==> src/rtl/mem_stage.sv <==
// mem_stage: MIPS memory-access stage. Runs one req/ack data-bus transaction per
// load/store, passes non-memory results through with one cycle of latency, and
// raises misalignment and bus-timeout exceptions.
module mem_stage #(
  parameter int unsigned TIMEOUT = 255
) (
  input  logic        clk,
  input  logic        rst_n,
  input  logic        in_valid,
  output logic        in_ready,
  input  logic [5:0]  opcode,
  input  logic [31:0] addr,
  input  logic [31:0] store_data,
  output logic        mem_req,
  output logic        mem_we,
  output logic [31:0] mem_addr,
  output logic [31:0] mem_wdata,
  output logic [3:0]  mem_wstrb,
  input  logic        mem_ack,
  input  logic [31:0] mem_rdata,
  output logic        wb_valid,
  output logic [31:0] wb_data,
  output logic        exc_valid,
  output logic [1:0]  exc_code,
  output logic [31:0] exc_addr
);

  localparam logic [5:0] OpLb  = 6'h20;
  localparam logic [5:0] OpLh  = 6'h21;
  localparam logic [5:0] OpLw  = 6'h23;
  localparam logic [5:0] OpLbu = 6'h24;
  localparam logic [5:0] OpLhu = 6'h25;
  localparam logic [5:0] OpSb  = 6'h28;
  localparam logic [5:0] OpSh  = 6'h29;
  localparam logic [5:0] OpSw  = 6'h2B;

  // Last BUS cycle count before giving up; mem_req stays high TIMEOUT cycles.
  localparam logic [15:0] CntLimit = 16'(TIMEOUT - 1);

  typedef enum logic [0:0] {StIdle, StBus} state_e;

  state_e      state_q;
  logic [15:0] cnt_q;
  logic [5:0]  op_q;
  logic [1:0]  off_q;
  logic [31:0] ea_q;

  logic        is_load, is_store, is_half, is_word, misalign;
  logic [3:0]  strb_d;
  logic [31:0] wdata_d;
  logic [31:0] rshift;
  logic [31:0] load_val;

  assign in_ready = (state_q == StIdle);

  // Decode the incoming opcode: access class, size, alignment and bus write fields.
  always_comb begin
    is_load  = 1'b0;
    is_store = 1'b0;
    is_half  = 1'b0;
    is_word  = 1'b0;
    strb_d   = 4'b0000;
    wdata_d  = 32'h0;
    case (opcode)
      OpLb, OpLbu: is_load = 1'b1;
      OpLh, OpLhu: begin
        is_load = 1'b1;
        is_half = 1'b1;
      end
      OpLw: begin
        is_load = 1'b1;
        is_word = 1'b1;
      end
      OpSb: begin
        is_store = 1'b1;
        strb_d   = 4'b0001 << addr[1:0];
        wdata_d  = {4{store_data[7:0]}};
      end
      OpSh: begin
        is_store = 1'b1;
        is_half  = 1'b1;
        strb_d   = 4'b0011 << addr[1:0];
        wdata_d  = {2{store_data[15:0]}};
      end
      OpSw: begin
        is_store = 1'b1;
        is_word  = 1'b1;
        strb_d   = 4'b1111;
        wdata_d  = store_data;
      end
      default: ;
    endcase
    misalign = (is_half && addr[0]) || (is_word && (addr[1:0] != 2'b00));
  end

  // Pick the addressed little-endian lane out of the read word and extend it.
  always_comb begin
    rshift = mem_rdata >> {off_q, 3'b000};
    case (op_q)
      OpLb:    load_val = {{24{rshift[7]}}, rshift[7:0]};
      OpLbu:   load_val = {24'h0, rshift[7:0]};
      OpLh:    load_val = {{16{rshift[15]}}, rshift[15:0]};
      OpLhu:   load_val = {16'h0, rshift[15:0]};
      default: load_val = mem_rdata;
    endcase
  end

  // Stage FSM with all outputs registered; wb/exc are single-cycle pulses.
  always_ff @(posedge clk or negedge rst_n) begin
    if (!rst_n) begin
      state_q   <= StIdle;
      cnt_q     <= 16'h0;
      op_q      <= 6'h0;
      off_q     <= 2'b00;
      ea_q      <= 32'h0;
      mem_req   <= 1'b0;
      mem_we    <= 1'b0;
      mem_addr  <= 32'h0;
      mem_wdata <= 32'h0;
      mem_wstrb <= 4'b0000;
      wb_valid  <= 1'b0;
      wb_data   <= 32'h0;
      exc_valid <= 1'b0;
      exc_code  <= 2'b00;
      exc_addr  <= 32'h0;
    end else begin
      wb_valid  <= 1'b0;
      exc_valid <= 1'b0;
      case (state_q)
        StIdle: begin
          if (in_valid) begin
            if (!(is_load || is_store)) begin
              wb_valid <= 1'b1;
              wb_data  <= addr;
            end else if (misalign) begin
              exc_valid <= 1'b1;
              exc_code  <= is_store ? 2'b10 : 2'b01;
              exc_addr  <= addr;
            end else begin
              state_q   <= StBus;
              cnt_q     <= 16'h0;
              op_q      <= opcode;
              off_q     <= addr[1:0];
              ea_q      <= addr;
              mem_req   <= 1'b1;
              mem_we    <= is_store;
              mem_addr  <= {addr[31:2], 2'b00};
              mem_wstrb <= strb_d;
              mem_wdata <= wdata_d;
            end
          end
        end
        StBus: begin
          // Ack takes priority over the timeout limit in the same cycle.
          if (mem_ack) begin
            state_q   <= StIdle;
            mem_req   <= 1'b0;
            mem_we    <= 1'b0;
            mem_wstrb <= 4'b0000;
            if (!mem_we) begin
              wb_valid <= 1'b1;
              wb_data  <= load_val;
            end
          end else if (cnt_q == CntLimit) begin
            state_q   <= StIdle;
            mem_req   <= 1'b0;
            mem_we    <= 1'b0;
            mem_wstrb <= 4'b0000;
            exc_valid <= 1'b1;
            exc_code  <= 2'b11;
            exc_addr  <= ea_q;
          end else begin
            cnt_q <= cnt_q + 16'h1;
          end
        end
        default: state_q <= StIdle;
      endcase
    end
  end

endmodule

==> config.mk <==
export PLATFORM = sky130hd
export DESIGN_NAME = mem_stage
export DESIGN_NICKNAME = d
export VERILOG_FILES = /design/src/rtl/mem_stage.sv
export SDC_FILE = /design/constraint.sdc
export NUM_CORES = 1
export LEC_CHECK = 0
export CAP_MARGIN = 20
export CELL_PAD_IN_SITES_DETAIL_PLACEMENT = 0
export CELL_PAD_IN_SITES_GLOBAL_PLACEMENT = 1
export CORE_ASPECT_RATIO = 1.1
export CORE_MARGIN = 2
export CORE_UTILIZATION = 36
export DETAILED_ROUTE_END_ITERATION = 8
export GPL_TIMING_DRIVEN = 0
export PLACE_DENSITY = 0.89
export RECOVER_POWER = 50
export SLEW_MARGIN = 20
export SYNTH_ARGS = -nofsm -noshare
export SYNTH_HDL_FRONTEND = slang
export SYNTH_SLANG_ARGS = --single-unit
==> constraint.sdc <==
create_clock -name clk -period 2.37 [get_ports clk]
set_input_delay 0.474 -clock clk [delete_from_list [all_inputs] [get_ports clk]]
set_output_delay 0.474 -clock clk [all_outputs]
set_load 0.005 [all_outputs]
# ---- Yosys cells after proc, flatten, opt, wreduce, memory -nomap -nowiden
# Cells that the tools add are included.
dict set report totals {
  ff_bits 193
  latch_bits 0
  mem_bits_rw 0
  rom_bits 0
  inputBits 106
  n_memories 0
}
dict set report classes {
  n_addsub 1
  n_mul 0
  div 0
  n_lt_le_gt_ge 0
  n_eq_ne 24
  n_shift 3
  mux 64
  bitwise 2
  reduce_logical 14
}
# op count
set ops {}
lappend ops {{32-bit 2-to-1 mux} 9}
lappend ops {{32-bit case mux with 2 select lines} 2}
lappend ops {{32-bit case mux with 4 select lines} 1}
lappend ops {{32-bit case mux with 3 select lines} 1}
lappend ops {{16-bit 2-to-1 mux} 5}
lappend ops {{6-bit equality test (second input constant)} 12}
lappend ops {{16-bit case mux with 2 select lines} 1}
lappend ops {{32-bit by 5-bit >> shifter with 16-bit output} 1}
lappend ops {{1-bit 2-to-1 mux} 26}
lappend ops {{4-bit 2-to-1 mux} 5}
lappend ops {{16-bit by 1-bit adder with 16-bit output (second input constant)} 1}
lappend ops {{16-bit by 8-bit equality test with 1-bit output (second input constant)} 1}
lappend ops {{2-bit inequality test (second input constant)} 7}
lappend ops {{2-bit 2-to-1 mux} 6}
lappend ops {{4-bit case mux with 3 select lines} 1}
lappend ops {{4-bit AND reduction} 3}
lappend ops {{1-bit case mux with 2 select lines} 5}
lappend ops {{5-bit AND reduction} 2}
lappend ops {{4-bit case mux with 2 select lines} 1}
lappend ops {{2-bit by 1-bit inequality test with 1-bit output (second input constant)} 3}
lappend ops {{3-bit OR reduction} 2}
lappend ops {{5-bit OR reduction} 1}
lappend ops {{2-bit case mux with 2 select lines} 1}
lappend ops {{1-bit by 2-bit left shift with 4-bit output (first input constant)} 1}
lappend ops {{other kinds (7)} 10}

# ---- Longest topological paths before layout
dict set report logic_depth {
  depth_word 9
  depth_mapped 9
  depth_no_buf 7
}

# ---- Least setup slack after synthesis
# No wires, ideal clock.
dict set report synth_timing {
  kind {input-to-reg}
  from {in addr[1]}
  to {reg cnt_q[14]}
  setup_time_ns 0.126
  t_arrival_ns 1.934
  required_ns 2.244
  path_slack_ns 0.309
  cell_stages 7
  n_path_buf 2
  cell_sequence {clkbuf_1 -> nand2_1 -> o22ai_1 -> or4_1 -> buf_2 -> and3_1 -> a311o_1}
}
dict set report synth_between {
  elab_chain_cells 5
}
# element line_no
set synth_lines {}
lappend synth_lines {{from (decl)} 12} ;# input logic [31:0] addr,
lappend synth_lines {{2-bit nonzero test} 93} ;# misalign = (is_half && addr[0]) || (is_word && (addr[1:0] != 2'b00));
lappend synth_lines {{1-bit logical AND} 93}
lappend synth_lines {{1-bit logical OR} 93}
lappend synth_lines {{2-bit inequality test (no line)} n/a}
lappend synth_lines {{5-bit AND reduction (no line)} n/a}
lappend synth_lines {{to (signal assigned)} 173} ;# cnt_q <= cnt_q + 16'h1;
lappend synth_lines {{to (decl)} 43} ;# logic [15:0] cnt_q;
# No other way between the ends.
# A chain may end at the register's enable or synchronous reset.

# ---- Worst setup path in the final report
dict set report layout_timing {
  from {in opcode[4]}
  to {reg mem_wdata[6]}
}
dict set report layout_between {
  elab_chain_cells 7
  elab_cells_between_ends 23
  cone_classes {eq/ne (8); mux (5); bitwise (1); reduce/logical (9)}
}
# element line_no
set layout_lines {}
lappend layout_lines {{from (decl)} 11} ;# input logic [5:0] opcode,
lappend layout_lines {{6-bit equality test} 64} ;# case (opcode)
lappend layout_lines {{3-bit OR reduction (no line) or 2-bit OR reduction (tied branches)} n/a}
lappend layout_lines {{1-bit 2-to-1 mux} 64}
lappend layout_lines {{1-bit logical AND} 93}
lappend layout_lines {{1-bit logical OR} 93}
lappend layout_lines {{1-bit NOT (no line)} n/a}
lappend layout_lines {{4-bit AND reduction (no line)} n/a}
lappend layout_lines {{to (signal assigned)} 149} ;# mem_wdata <= wdata_d;
lappend layout_lines {{to (decl)} 17} ;# output logic [31:0] mem_wdata,
# Parallel ways exist; a longest one is shown, timed or not.

==> tab_implementation.tex <==
\begin{tabular}{lr}
\hline
Metric & Value \\
\hline
\multicolumn{2}{l}{\textbf{Status}} \\
\quad Status & finished, violations left \\
\quad Violations in the final reports & capacitance limit, slew limit \\
\multicolumn{2}{l}{\textbf{Global route}} \\
\quad Largest net degree at the start of global routing & 82 \\
\quad Wire length of the first global-routing pass & 45000 µm \\
\quad Total overflow reported by the global router & 0 \\
\quad Total global-route track usage & 23.4\% \\
\quad Vias in the first global route & 7867 \\
\quad Initial antenna violation count & 2 \\
\multicolumn{2}{l}{\textbf{Timing}} \\
\quad Headroom to the max-slew limit & -42.4\% \\
\quad Pins Over Slew Limit & 81 \\
\quad Worst hold slack & 0.353 ns \\
\quad Hold Fails Final Rpt & 0 \\
\quad Clock Skew & 0.00878 ns \\
\quad Endpoints failing setup & 0 \\
\quad Slew at the pin closest to its max-slew limit & 2.14 ns \\
\quad Tmin final & 2.28 ns \\
\quad Highest attainable clock frequency & 438 MHz \\
\quad Final clock period utilization by the worst path & 96.3\% \\
\quad Worst Setup Slack, final & 0.0873 ns \\
\multicolumn{2}{l}{\textbf{Critical path}} \\
\quad Critical Path Fanout Max & 10 \\
\quad Largest delay share family, worst path & buffers and inverters \\
\quad Count of buffering cells on the critical path with inverters included & 4 \\
\quad Crit path max-delay cell type & clkdlybuf4s50\_1 \\
\quad CP endpoint kind & flop \\
\quad Endpoint arrival time on the critical path & 2.60 ns \\
\quad Startpoint Class & input port \\
\quad Ordered list of cells on the worst path & clkdlybuf4s50\_1 > nand4bb\_4 > o22ai\_2 > or4\_1 > buf\_2 > clkbuf\_4 > buf\_2 > nand2\_1 > nand2\_1 \\
\quad Kind of critical path & input port to flop \\
\quad Endpoint required time on the critical path & 2.68 ns \\
\quad Delay of the slowest critical-path stage & 0.53 ns \\
\multicolumn{2}{l}{\textbf{Synthesis}} \\
\quad Async set-or-reset flop fraction in the synthesized netlist & 100\% \\
\quad Sequential cell area fraction in the yosys report & 47.1\% \\
\quad Synthesized area per cell & 9.45 µm² \\
\quad Yosys warning total & 0 \\
\quad Number of enable flip-flop cells after synthesis & 0 \\
\quad Gate count after technology mapping & 906 \\
\quad Number of register bits inferred by synthesis & 161 \\
\quad Count of different cell masters after synthesis & 57 \\
\quad Most frequently used flop master after synthesis & dfrtp\_1 \\
\quad Post-synth design cell area & 8560 µm² \\
\multicolumn{2}{l}{\textbf{Min path}} \\
\quad Path class of the lowest-slack min-delay path & input port to flop \\
\multicolumn{2}{l}{\textbf{Pwr}} \\
\quad Sum of internal, switching and leakage power & 9.15 mW \\
\quad Peak VDD IR & 0.000488 V \\
\quad Combinational share of power & 29.3\% \\
\quad Power share of the clock group & 30.1\% \\
\quad Pwr per Cell Area & 759 nW/µm² \\
\quad Internal Dissipation & 6.33 mW \\
\quad Leak Pwr & 5.25 nW \\
\quad Sequential cell fraction of total power & 40.6\% \\
\quad Net switching fraction of the power & 30.8\% \\
\quad Total net switching power & 2.82 mW \\
\multicolumn{2}{l}{\textbf{Placed design}} \\
\quad Post-DP HPWL & 21600 µm \\
\quad Count of buffers inserted at the top-level ports & 239 \\
\quad Pre-CTS setup slack & -0.774 ns \\
\quad Instance area after placement & 11400 µm² \\
\quad Number of placed instances, taps included & 1452 \\
\quad Placer congestion estimate & 0.881 \\
\multicolumn{2}{l}{\textbf{Die}} \\
\quad Effective utilization at floorplan & 36.5\% \\
\quad Area of the placeable core & 23500 µm² \\
\quad Num rows & 59 \\
\quad Horizontal die dimension & 151 µm \\
\quad Die Footprint & 25000 µm² \\
\quad Die height & 166 µm \\
\quad Number of top-level pins & 245 \\
\multicolumn{2}{l}{\textbf{CTS}} \\
\quad Num CTS Buffers & 17 \\
\quad Worst-skew pair later-pin latency & 0.43 ns \\
\quad Clock edge transition at the registers on the reported setup and hold paths & 0.06 ns \\
\quad Clock root buffer & clkbuf\_16 \\
\quad Clock sink count & 161 \\
\quad CTS HTree Levels & 4 \\
\quad CTS tree & yes \\
\quad Longest Clk Path Bufs & 2 \\
\multicolumn{2}{l}{\textbf{Layout}} \\
\quad Layout Cells excl Fill & 1486 \\
\quad Post-synthesis to final-layout area growth & 40.8\% \\
\quad Fraction of final layout cells sized beyond drive strength 1 & 11.9\% \\
\quad Net count reported at finish & 1275 \\
\quad Fillcell total & 2239 \\
\quad Post-route standard cell area excluding fillers & 12100 µm² \\
\multicolumn{2}{l}{\textbf{Route}} \\
\quad Detailed Route Iter0 Violations & 481 \\
\quad Final wirelength & 29400 µm \\
\quad Post-detailed-route via-to-cell ratio & 5.33 \\
\quad Post-route DRC violation count & 0 \\
\quad DR vias & 7923 \\
\quad Count of antenna-violating nets left after detailed routing & 0 \\
\quad Average routed wire per standard cell & 19.8 µm \\
\quad Drt pass-1 iters & 5 \\
\multicolumn{2}{l}{\textbf{Run}} \\
\quad \# Max-Cap Violations & 1 \\
\hline
\end{tabular}
per-stage QoR:
step	setup TNS, ns	utilization, %
floorplan	0	-
global placement	-1059.00	48.3
detailed placement	-90.09	48.4
CTS	0	51.2
global route	-0.00764	51.3
finish	0	51.3
logic make-up (layout without fill, tap and decap cells):
| logic type | after synthesis | count (layout) | synth area share, % |
|---|---|---|---|
| flip-flops | 161 | 161 | 47.1 |
| buffers and inverters | 100 | 373 | 6.71 |
| AND/OR/NAND/NOR | 387 | 387 | 20.7 |
| adder cells (fa/ha/maj) | 2 | 2 | 0.292 |
| AO/OA/AOI/OAI | 127 | 127 | 10.1 |
| multiplexers | 128 | 128 | 15.1 |
| other | 1 | 3 | 0.0438 |
layer usage:
metal  routed length, µm  share of wire [%]  track usage [%]  vias up
li1                    -                  -                -     3658
met1               12500                 43             31.5     3902
met2               13800                 47             37.1      324
met3                2480                8.5             6.70       37
met4                 601                2.0             6.22        2
met5                  13              0.044                0        -
synth_stat cells (all sizes together), types with 7 or more instances:
| master | count | area share (%) |
|---|---|---|
| mux2i | 125 | 15 |
| a22o | 9 | 0.92 |
| nand4b | 7 | 0.72 |
| buf | 68 | 5.3 |
| nand2 | 223 | 9.8 |
| nand4 | 18 | 1.3 |
| and3 | 7 | 0.51 |
| nand3 | 23 | 1.3 |
| o31ai | 8 | 0.86 |
| nor4 | 8 | 0.66 |
| clkbuf | 26 | 1.1 |
| a21oi | 22 | 1.3 |
| nor2 | 60 | 2.6 |
| dfrtp | 161 | 47 |
| o211ai | 11 | 0.96 |
| or3b | 17 | 1.7 |
| o21ai | 41 | 2.4 |
| a221oi | 15 | 1.5 |
cell type report:
cell class	instances	area, µm²	area share, %
tap	305	382	3.17
multi-input combinational	646	4010	33.3
timing repair buffer	241	2420	20.1
sequential	161	4030	33.4
antenna	1	2.50	0.0208
clock inverter	13	126	1.05
inverter	6	23.8	0.197
clock buffer	19	453	3.76
buffer	94	607	5.03
state kept, by name, indices dropped and copies added, names as in the netlist:
signal     count
ea_q          32
mem_we         1
exc_addr      32
mem_req        1
mem_wstrb      4
exc_code       2
cnt_q         16
mem_wdata     32
wb_valid       1
wb_data       32
op_q           6
exc_valid      1
state_q        1
tightest hold or removal path, cell delays in order:
cell and delay [ns]:
buf_2 0.15, nand2_1 0.07, nand2_1 0.04
power by group through the flow:
stage                     Combinational [mW]  Clock [mW]  Sequential [mW]
after floorplan                         1.20           0             3.69
after global placement                  2.69           0             3.75
after detailed placement                2.75           0             3.77
after CTS                               2.77        2.81             3.73
after global routing                    2.95        2.93             3.79
final                                   2.68        2.75             3.72
repair_timing:
action / CTS / global route
endpoints found under the setup margin: 130 / 117
resized for setup: 22 / 19
gates cloned: 0 / 0
setup buffers: 1 / 0
pin swaps: 1 / 1
hold buffers: 0 / 0
endpoints found under the hold margin: 0 / 0
final timing paths:
path	startpoint	to	slack, ns	cells after the start
max in group asynchronous	rst_n	ea_q[17]	0.37	2
min in group asynchronous	rst_n	mem_wdata[6]	0.67	1
min reg2reg	mem_wdata[4]	mem_wdata[4]	0.47	2
min	opcode[3]	op_q[3]	0.35	3
max reg2reg	op_q[1]	wb_data[24]	0.09	5
max	opcode[4]	mem_wdata[6]	0.09	9
placed cells by master (no fill, tap or decap), drive strengths merged, types with 17 or more instances in the layout:
master | synthesis | routed
mux2i | 125 | 125
or3b | 17 | 17
nand3 | 23 | 23
dfrtp | 161 | 161
clkbuf | 26 | 50
nor2 | 60 | 60
o21ai | 41 | 41
buf | 68 | 65
nand2 | 223 | 223
nand4 | 18 | 18
dlygate4sd3 | 0 | 67
clkdlybuf4s50 | 0 | 168
a21oi | 22 | 22
Note: power is estimated with default switching activity, not from simulation.
